File: src/rtl/rf_wb_pkg.sv
// Shared widths, defaults and types for the register-file writeback controller.
package rf_wb_pkg;

    localparam int unsigned DATA_W         = 32;
    localparam int unsigned ADDR_W         = 5;
    localparam int unsigned NUM_REGS       = 32;
    localparam int unsigned FIFO_DEPTH_DEF = 4;
    localparam int unsigned CNT_W_DEF      = 3;

    // One pending register write: destination and value.
    typedef struct packed {
        logic [ADDR_W-1:0] rd;
        logic [DATA_W-1:0] data;
    } wb_entry_t;

    // Where the result written next cycle comes from.
    typedef enum logic [1:0] {
        SRC_NONE,
        SRC_MEM,
        SRC_ALU_Q,
        SRC_ALU_BYP
    } wb_src_e;

endpackage

File: src/rtl/rf_wb_fifo.sv
// Synchronous FIFO holding ALU results waiting for the register-file write port.
module rf_wb_fifo
    import rf_wb_pkg::*;
#(
    parameter int unsigned DEPTH = FIFO_DEPTH_DEF
) (
    input  logic      clk,
    input  logic      rst,
    input  logic      push,
    input  logic      pop,
    input  wb_entry_t wdata,
    output wb_entry_t rdata,
    output logic      full,
    output logic      empty
);

    localparam int unsigned PTR_W = (DEPTH > 1) ? $clog2(DEPTH) : 1;
    localparam int unsigned OCC_W = $clog2(DEPTH + 1);
    localparam logic [PTR_W-1:0] LAST = PTR_W'(DEPTH - 1);

    wb_entry_t        mem [DEPTH];
    logic [PTR_W-1:0] wr_ptr;
    logic [PTR_W-1:0] rd_ptr;
    logic [OCC_W-1:0] count;
    logic             do_push;
    logic             do_pop;

    assign full    = (count == OCC_W'(DEPTH));
    assign empty   = (count == '0);
    assign do_push = push && !full;
    assign do_pop  = pop && !empty;
    assign rdata   = mem[rd_ptr];

    // Storage array; contents are don't-care until written.
    always_ff @(posedge clk) begin
        if (do_push) begin
            mem[wr_ptr] <= wdata;
        end
    end

    // Pointers wrap at DEPTH-1 so non-power-of-two depths work too.
    always_ff @(posedge clk) begin
        if (rst) begin
            wr_ptr <= '0;
            rd_ptr <= '0;
            count  <= '0;
        end else begin
            if (do_push) begin
                wr_ptr <= (wr_ptr == LAST) ? '0 : wr_ptr + 1'b1;
            end
            if (do_pop) begin
                rd_ptr <= (rd_ptr == LAST) ? '0 : rd_ptr + 1'b1;
            end
            if (do_push && !do_pop) begin
                count <= count + 1'b1;
            end else if (do_pop && !do_push) begin
                count <= count - 1'b1;
            end
        end
    end

endmodule

File: src/rtl/rf_wb_ctrl.sv
// Writeback arbiter: merges load and ALU results onto one register-file write
// port, tracks outstanding writes per register and forwards the in-flight write.
module rf_wb_ctrl
    import rf_wb_pkg::*;
#(
    parameter int unsigned FIFO_DEPTH = FIFO_DEPTH_DEF,
    parameter int unsigned CNT_W      = CNT_W_DEF
) (
    input  logic              clk,
    input  logic              rst,
    input  logic              alu_valid,
    input  logic [ADDR_W-1:0] alu_rd,
    input  logic [DATA_W-1:0] alu_data,
    output logic              alu_ready,
    input  logic              mem_valid,
    input  logic [ADDR_W-1:0] mem_rd,
    input  logic [DATA_W-1:0] mem_data,
    input  logic              iss_valid,
    input  logic [ADDR_W-1:0] iss_rd,
    output logic              iss_ready,
    input  logic [ADDR_W-1:0] rs1,
    input  logic [ADDR_W-1:0] rs2,
    output logic              rs1_busy,
    output logic              rs2_busy,
    output logic              fwd1_valid,
    output logic [DATA_W-1:0] fwd1_data,
    output logic              fwd2_valid,
    output logic [DATA_W-1:0] fwd2_data,
    output logic              rf_we,
    output logic [ADDR_W-1:0] rf_rd,
    output logic [DATA_W-1:0] rf_indata
);

    localparam logic [CNT_W-1:0] CNT_MAX = '1;

    wb_entry_t        fifo_head;
    wb_entry_t        alu_entry;
    wb_entry_t        sel_entry;
    wb_src_e          sel_src;
    logic             fifo_full;
    logic             fifo_empty;
    logic             fifo_push;
    logic             fifo_pop;
    logic             alu_accept;
    logic             iss_inc;
    logic             wb_dec;
    logic [CNT_W-1:0] cnt [NUM_REGS];

    assign alu_entry  = '{rd: alu_rd, data: alu_data};
    assign alu_ready  = rst || !fifo_full;
    assign alu_accept = !rst && alu_valid && !fifo_full;

    rf_wb_fifo #(
        .DEPTH (FIFO_DEPTH)
    ) u_fifo (
        .clk   (clk),
        .rst   (rst),
        .push  (fifo_push),
        .pop   (fifo_pop),
        .wdata (alu_entry),
        .rdata (fifo_head),
        .full  (fifo_full),
        .empty (fifo_empty)
    );

    // Source select: load wins, then queue head; with an empty queue an
    // accepted ALU result cuts straight through instead of being queued.
    always_comb begin
        sel_src   = SRC_NONE;
        sel_entry = '0;
        fifo_push = 1'b0;
        fifo_pop  = 1'b0;
        if (!rst) begin
            if (mem_valid) begin
                sel_src   = SRC_MEM;
                sel_entry = '{rd: mem_rd, data: mem_data};
                fifo_push = alu_accept;
            end else if (!fifo_empty) begin
                sel_src   = SRC_ALU_Q;
                sel_entry = fifo_head;
                fifo_pop  = 1'b1;
                fifo_push = alu_accept;
            end else if (alu_accept) begin
                sel_src   = SRC_ALU_BYP;
                sel_entry = alu_entry;
            end
        end
    end

    // Register the selected result onto the write port; rd=0 results are dropped.
    always_ff @(posedge clk) begin
        if (rst) begin
            rf_we     <= 1'b0;
            rf_rd     <= '0;
            rf_indata <= '0;
        end else begin
            rf_we <= (sel_src != SRC_NONE) && (sel_entry.rd != '0);
            if (sel_src != SRC_NONE) begin
                rf_rd     <= sel_entry.rd;
                rf_indata <= sel_entry.data;
            end
        end
    end

    assign iss_ready = rst || (iss_rd == '0) || (cnt[iss_rd] != CNT_MAX);
    assign iss_inc   = !rst && iss_valid && (iss_rd != '0) && (cnt[iss_rd] != CNT_MAX);
    assign wb_dec    = rf_we && (cnt[rf_rd] != '0);

    // Pending-write counters: +1 on issue, -1 on writeback, net zero when both hit one register.
    always_ff @(posedge clk) begin
        cnt[0] <= '0;
        for (int unsigned r = 1; r < NUM_REGS; r++) begin
            if (rst) begin
                cnt[r] <= '0;
            end else if (iss_inc && (iss_rd == ADDR_W'(r)) && !(wb_dec && (rf_rd == ADDR_W'(r)))) begin
                cnt[r] <= cnt[r] + 1'b1;
            end else if (wb_dec && (rf_rd == ADDR_W'(r)) && !(iss_inc && (iss_rd == ADDR_W'(r)))) begin
                cnt[r] <= cnt[r] - 1'b1;
            end
        end
    end

    assign rs1_busy   = !rst && (cnt[rs1] != '0);
    assign rs2_busy   = !rst && (cnt[rs2] != '0);
    assign fwd1_valid = !rst && rf_we && (rf_rd == rs1) && (rs1 != '0);
    assign fwd2_valid = !rst && rf_we && (rf_rd == rs2) && (rs2 != '0);
    assign fwd1_data  = rf_indata;
    assign fwd2_data  = rf_indata;

endmodule

File: config.mk
export PLATFORM = sky130hd
export DESIGN_NAME = rf_wb_ctrl
export DESIGN_NICKNAME = d
export VERILOG_FILES = /design/src/rtl/rf_wb_pkg.sv /design/src/rtl/rf_wb_fifo.sv /design/src/rtl/rf_wb_ctrl.sv
export SDC_FILE = /design/constraint.sdc
export NUM_CORES = 1
export LEC_CHECK = 0
export ABC_CLOCK_PERIOD_IN_PS = 4640
export CAP_MARGIN = 20
export CORE_UTILIZATION = 39
export DETAILED_ROUTE_END_ITERATION = 16
export PLACE_DENSITY = 0.64
export SYNTH_ARGS = -nofsm -noshare
export SYNTH_HDL_FRONTEND = slang
export SYNTH_SLANG_ARGS = --single-unit
File: constraint.sdc
create_clock -name clk -period 4.64 [get_ports clk]
set_input_delay 1.392 -clock clk [delete_from_list [all_inputs] [get_ports clk]]
set_output_delay 1.392 -clock clk [all_outputs]
set_load 0.01 [all_outputs]
Word-level counts from Yosys, hierarchy flattened
Memory sizes are Yosys's and may differ from the RTL's. A register that Yosys moved wholly into a read port is not among the register bits.
Index checks and enable logic that the tools add are counted.
Widths: inputs -> output; s select.
{"block": "word_totals", "ram_bits": 244, "memories": 2, "out_inout_bits": 108, "elab_cells": 732, "in_bits": 94, "regBits": 45}
{"block": "op_classes", "n_bitwise": 62, "n_reduce_logical": 223, "n_eq_ne": 68, "muxes": 305, "addsub": 66}
{"memory": "u_fifo.mem", "depth": 4, "width": 37, "read_ports": 1, "rd_ports_with_merged_regs": 1, "wr": 1, "line_no": "rf_wb_fifo.sv:21", "source": "wb_entry_t mem [DEPTH];"}
{"memory": "cnt", "depth": 32, "width": 3, "read_ports": 35, "rd_ports_with_merged_regs": 1, "wr": 32, "line_no": "rf_wb_ctrl.sv:47", "source": "logic [CNT_W-1:0] cnt [NUM_REGS];"}
{"operator": "$mux 1", "count": 227}
{"operator": "$mux 3", "count": 64}
{"operator": "$eq 5x5->1 const B", "count": 32}
{"operator": "$mux 37", "count": 4}
{"operator": "$logic_and 1x1->1", "count": 142}
{"operator": "$add 3x1->3 const B", "count": 32}
{"operator": "$sub 3x1->3 const B", "count": 32}
{"operator": "$eq 5x4->1 const B", "count": 16}
{"operator": "$logic_not 1->1", "count": 67}
{"operator": "$or 1x1->1", "count": 62}
{"operator": "$eq 5x3->1 const B", "count": 8}
{"operator": "$eq 5x2->1 const B", "count": 4}
{"operator": "$reduce_bool 5->1", "count": 4}
{"operator": "$mux 2", "count": 8}
{"operator": "$eq 5x1->1 const B", "count": 2}
{"operator": "$eq 5x5->1", "count": 2}
{"operator": "$mux 5", "count": 2}
{"operator": "$reduce_bool 3->1", "count": 3}
{"operator": "$logic_not 5->1", "count": 1}
{"operator": "$add 2x1->2 const B", "count": 2}
{"operator": "$eq 2x2->1 const B", "count": 2}
{"operator": "$reduce_bool 2->1", "count": 2}
{"operator": "$eq 3x3->1 const B", "count": 1}
{"operator": "$logic_not 3->1", "count": 1}
{"operator": "2 further kinds", "count": 4}

Logic depth before layout (Yosys ltp)
Gate-level depths: netlist (run 1).
{"block": "logic_depth", "ltp_word": 12, "depth_mapped": 15, "depth_no_buf": 11}

Modules after synthesis
Synthesis (run 1) repeated with hierarchy kept, for this count alone.
{"block": "unflattened", "cells_unflattened": 1557, "hier_area_um2": 17365.4}
{"mod": "rf_wb_ctrl", "seq_area_each_um2": 3653.5, "cells_each": 1314, "area_each_um2": 11523.6, "instances": 1}
{"mod": "rf_wb_fifo", "seq_area_each_um2": 4624.4, "cells_each": 243, "area_each_um2": 5841.9, "instances": 1}

Worst setup path before layout (run 1)
OpenSTA, ideal clock, no wires.
{"block": "synth_path", "path_kind": "input -> output", "startpoint": "in rs1[0]", "endpoint": "out rs1_busy", "stages": 4, "n_path_buf": 1, "t_required_ns": 3.248, "arrival_time_ns": 3.211, "slack_ns": 0.037, "path_cell_list": "clkbuf_1 > mux4_2 > mux4_2 > a211oi_1"}
{"block": "synth_via", "elab_chain_cells": 3}
{"item": "start: declaration", "line_no": "rf_wb_ctrl.sv:21", "source": "input logic [ADDR_W-1:0] rs1,"}
{"item": "$mem_v2 32x3"}
{"item": "$reduce_bool 3->1", "line_no": "rf_wb_ctrl.sv:123", "source": "assign rs1_busy = !rst && (cnt[rs1] != '0);"}
{"item": "$logic_and 1x1->1", "line_no": "rf_wb_ctrl.sv:123"}
{"item": "end: declaration", "line_no": "rf_wb_ctrl.sv:23", "source": "output logic rs1_busy,"}
No other way between the ends.

Worst setup path after layout (run 1)
{"block": "layout_path", "startpoint": "in iss_rd[3]", "endpoint": "out iss_ready"}
{"block": "layout_via", "elab_chain_cells": 3, "word_cells_on_any_way": 5, "classes_between": "eq/ne (1); reduce/logical (3); memory (1)"}
{"item": "start: declaration", "line_no": "rf_wb_ctrl.sv:19", "source": "input logic [ADDR_W-1:0] iss_rd,"}
{"item": "$mem_v2 32x3 or $logic_not 5->1 (tied branches)"}
{"item": "$ne 3x3->1 or $logic_or 1x1->1 (tied branches)", "line_no": "rf_wb_ctrl.sv:105", "source": "assign iss_ready = rst || (iss_rd == '0) || (cnt[iss_rd] != CNT_MAX);"}
{"item": "$logic_or 1x1->1 *", "line_no": "rf_wb_ctrl.sv:105"}
{"item": "end: declaration", "line_no": "rf_wb_ctrl.sv:20", "source": "output logic iss_ready,"}
Mark *: on every way between the ends. The rest lies on a longest branch, timed or not.

==> summary.md, run 1 <==
| Metric | Value |
|---|---|
| HP Class | `register to register` |
| Clk buf depth | `3` |
| Fin Setup TNS | `0 ns` |
| Post-Syn Area per Cell | `11.36 um^2` |
| Pins Over Slew Limit | `0` |
| Max Clock Freq | `219.4 MHz` |
| Most used cell along the critical path | `dlygate4sd2_1` |
| CTS buffer count | `34` |
| Clock Sink Count | `293` |
| Slowest Stage Delay on Critical Path | `0.30 ns` |
| Antenna Cells | `0` |
| Post-synthesis register bit count | `293` |
| Root buffer cell | `clkbuf_16` |
| Initial antenna violation count | `1` |
| Grt total ovfl | `0` |
| Die footprint | `46130 um^2` |
| Cell area power density | `394.7 nW/um^2` |
| Reg2Reg Setup Slack | `0.81 ns` |
| Ranking of synthesized cells by area | `edfxtp_1 (41%), mux4_2 (9.3%), dfxtp_1 (5.9%)` |
| CP Buf/Inv Count | `3` |
| Period utilisation layout | `98.23%` |
| Yosys top cell by area | `edfxtp_1` |
| Avg WL per Cell | `22.41 um` |
| Number of library cell types mapped by synthesis | `76` |
| Final wirelength | `52.70 mm` |
| DIE HEIGHT | `214.8 um` |
| Placed wire-length estimate | `37.85 mm` |
| Synthesized cell area | `17660 um^2` |
| First-pass GRT wire length | `81.16 mm` |
| Slew margin rel. | `30.63%` |
| Post-Syn Nets | `1716` |
| Residual DRC | `0` |
| Critical path cell sequence | `dlygate4sd2_1 > buf_4 > and3_1 > a32oi_1 > o211ai_1 > a31o_2 > o21ai_2 > nand2_2 > dlygate4sd2_1` |
| Clock latency on the worst-skew pair | `0.55 ns` |
| Share of cells above drive strength 1 | `15.63%` |
| Worst VDD drop | `0.0003030 V` |
| Final setup fails | `0` |
| Crit path time final | `4.558 ns` |
| FFs w/ async S/R, synth | `0%` |
| Number of synthesized flops with an enable pin | `241` |
| Cells after Synth | `1554` |
| Total power | `8.482 mW` |
| Pin count of the biggest net entering global routing | `54` |
| Port Buffers | `201` |
| Fin util | `48.39%` |
| GPL Wtd Cong | `0.9402` |
| Initial DRC Count | `1183` |
| Yosys Warn Count | `0` |
| CP startpoint kind | `input pin` |
| DRT Pass-1 Iters | `6` |
| Status | `finished clean` |
| Vias per inst | `5.885` |
| Die Wd | `214.8 um` |
| TritonCTS clock tree | `yes` |
| Sequential-to-total area share from yosys stat | `46.88%` |
| Final hold slack | `0.4942 ns` |
| I/O pin cnt | `202` |
| RSZ-0062 raised after global routing | `no` |
| CP max-delay cell | `dlygate4sd2_1` |
| Maxcap violations | `0` |
| Crit-path max FO | `4` |
| Nets | `1897` |
| Hold buffers post-CTS | `0` |
| Antenna viol nets, final | `0` |
| Leak | `7.623 nW` |
| Clk_skew | `0.01252 ns` |
| Initial Utilization | `39.76%` |
| Critical path class | `input pin to primary output` |
| DP Area | `20240 um^2` |
| Vias | `13.84k` |
| CP endpoint kind | `primary output` |
| Hold Fails Final Rpt | `0` |
| Tightest Pin Transition | `1.040 ns` |
| Critical Path RT | `3.25 ns` |
| Clock transition at the registers of the reported paths | `0.06 ns` |
| Critical path arrival | `3.17 ns` |
| P&R area growth vs syn | `21.69%` |
| Synth cell count leaders | `edfxtp_1 (241), nor2_1 (120), nor2b_1 (93), nand3_1 (84), inv_1 (81)` |
| Count leader, synth | `edfxtp_1` |
| Vias in the first global route | `13.71k` |
| Most common flop cell mapped by yosys | `edfxtp_1` |
| Synth top area share | `40.98%` |
| H-tree levels | `2` |
| Site Rows | `77` |
| Fin area | `21490 um^2` |
| Crit-path leading delay family | `buffers and inverters` |
| Core area | `44410 um^2` |
| Gr usage total | `22.55%` |
==> area by class of cell <==
class,instances,area (um^2)
Multi-Input combinational cell,1024,8204
Timing Repair Buffer,300,2843
Sequential cell,293,8280
Inverter,82,307.8
Tap cell,592,740.7
Clock inverter,18,200.2
Fill cell,4041,22920
Clock buffer,43,914.6
==> per-layer routing <==
| metal | up-vias | part of all wire, % | global-route usage, % |
|---|---|---|---|
| met5 | - | 0.025 | 0 |
| met4 | 2 | 2.1 | 5.595 |
| met3 | 91 | 9.6 | 6.185 |
| met2 | 632 | 46 | 35.45 |
| met1 | 6831 | 43 | 30.70 |
| li1 | 6286 | - | - |
==> where the power goes <==
| group | total [mW] | internal (mW) | switching [mW] |
|---|---|---|---|
| clock network | 2.69 | 1.58 | 1.11 |
| logic | 2.43 | 1.14 | 1.28 |
| registers | 3.37 | 3.08 | 0.287 |
| total | 8.48 | 5.80 | 2.68 |
==> cells by family after synthesis <==
| group | synth area share (%) |
|---|---|
| flip-flops | 46.88 |
| XOR/XNOR | 0.6944 |
| adder cells (fa/ha/maj) | 4.903 |
| buffers and inverters | 6.865 |
| AO/OA/AOI/OAI | 14.02 |
| multiplexers | 11.44 |
| AND/OR/NAND/NOR | 15.20 |
==> layout by cell type, fill, tap and decap left out, types with 28 or more instances in the layout <==
cell,count
a22oi_1,42
clkbuf_16,34
nor3_1,31
mux2i_1,33
clkdlybuf4s50_1,188
inv_1,81
nor2_1,118
nor2b_1,91
o2111ai_1,37
a221oi_1,36
edfxtp_1,241
o211ai_1,34
nand3_1,84
dfxtp_1,50
nand2_1,63
or3_1,28
a21oi_1,45
ha_1,66
buf_4,85
mux4_2,73
==> stage by stage <==
step                instances  worst slack (ns)
floorplan                1554           0.03660
global placement         2279           -0.5675
detailed placement       2279           -0.5781
CTS                      2350          0.002682
global route             2352          0.007744
finish                   2352           0.08197
==> what timing repair did <==
item,CTS,global route
setup endpoints to repair,3,1
pin swaps,4,3
cloned,1,0
resized for setup,29,4
setup buffers,9,1
==> state kept, by name, indices dropped and copies added, names as in the netlist, named ones only <==
register       flops
u_fifo.wr_ptr      2
u_fifo.rd_ptr      2
u_fifo.mem       148
cnt               93
rf_rd              5
fwd1_data         32
u_fifo.count       3
rf_we              1
==> path summary, 6_finish.rpt <==
kind	start	endpoint	cells after the start
worst max-delay path	iss_rd[3]	iss_ready	9
worst min register to register	u_fifo.rd_ptr[0]$_SDFFE_PP0P_	register	1
worst max register to register	cnt[3][0]$_DFFE_PP_	cnt[16][2]$_SDFFCE_PN0P_	12
worst min-delay path	u_fifo.rd_ptr[0]$_SDFFE_PP0P_	register	1
(Power assumes the default switching activity.)
==> run 2: changes to the inputs <==
HOLD_SLACK_MARGIN = 0.05   (was default)
==> results of run 2 <==
Same layout as run 1: the final DEF is identical, and so are final timing and power.
==> run 3: changes to the inputs <==
HOLD_SLACK_MARGIN = 0.15   (was 0.05)
==> results of run 3 <==
Same layout as run 1: the final DEF is identical, and so are final timing and power.
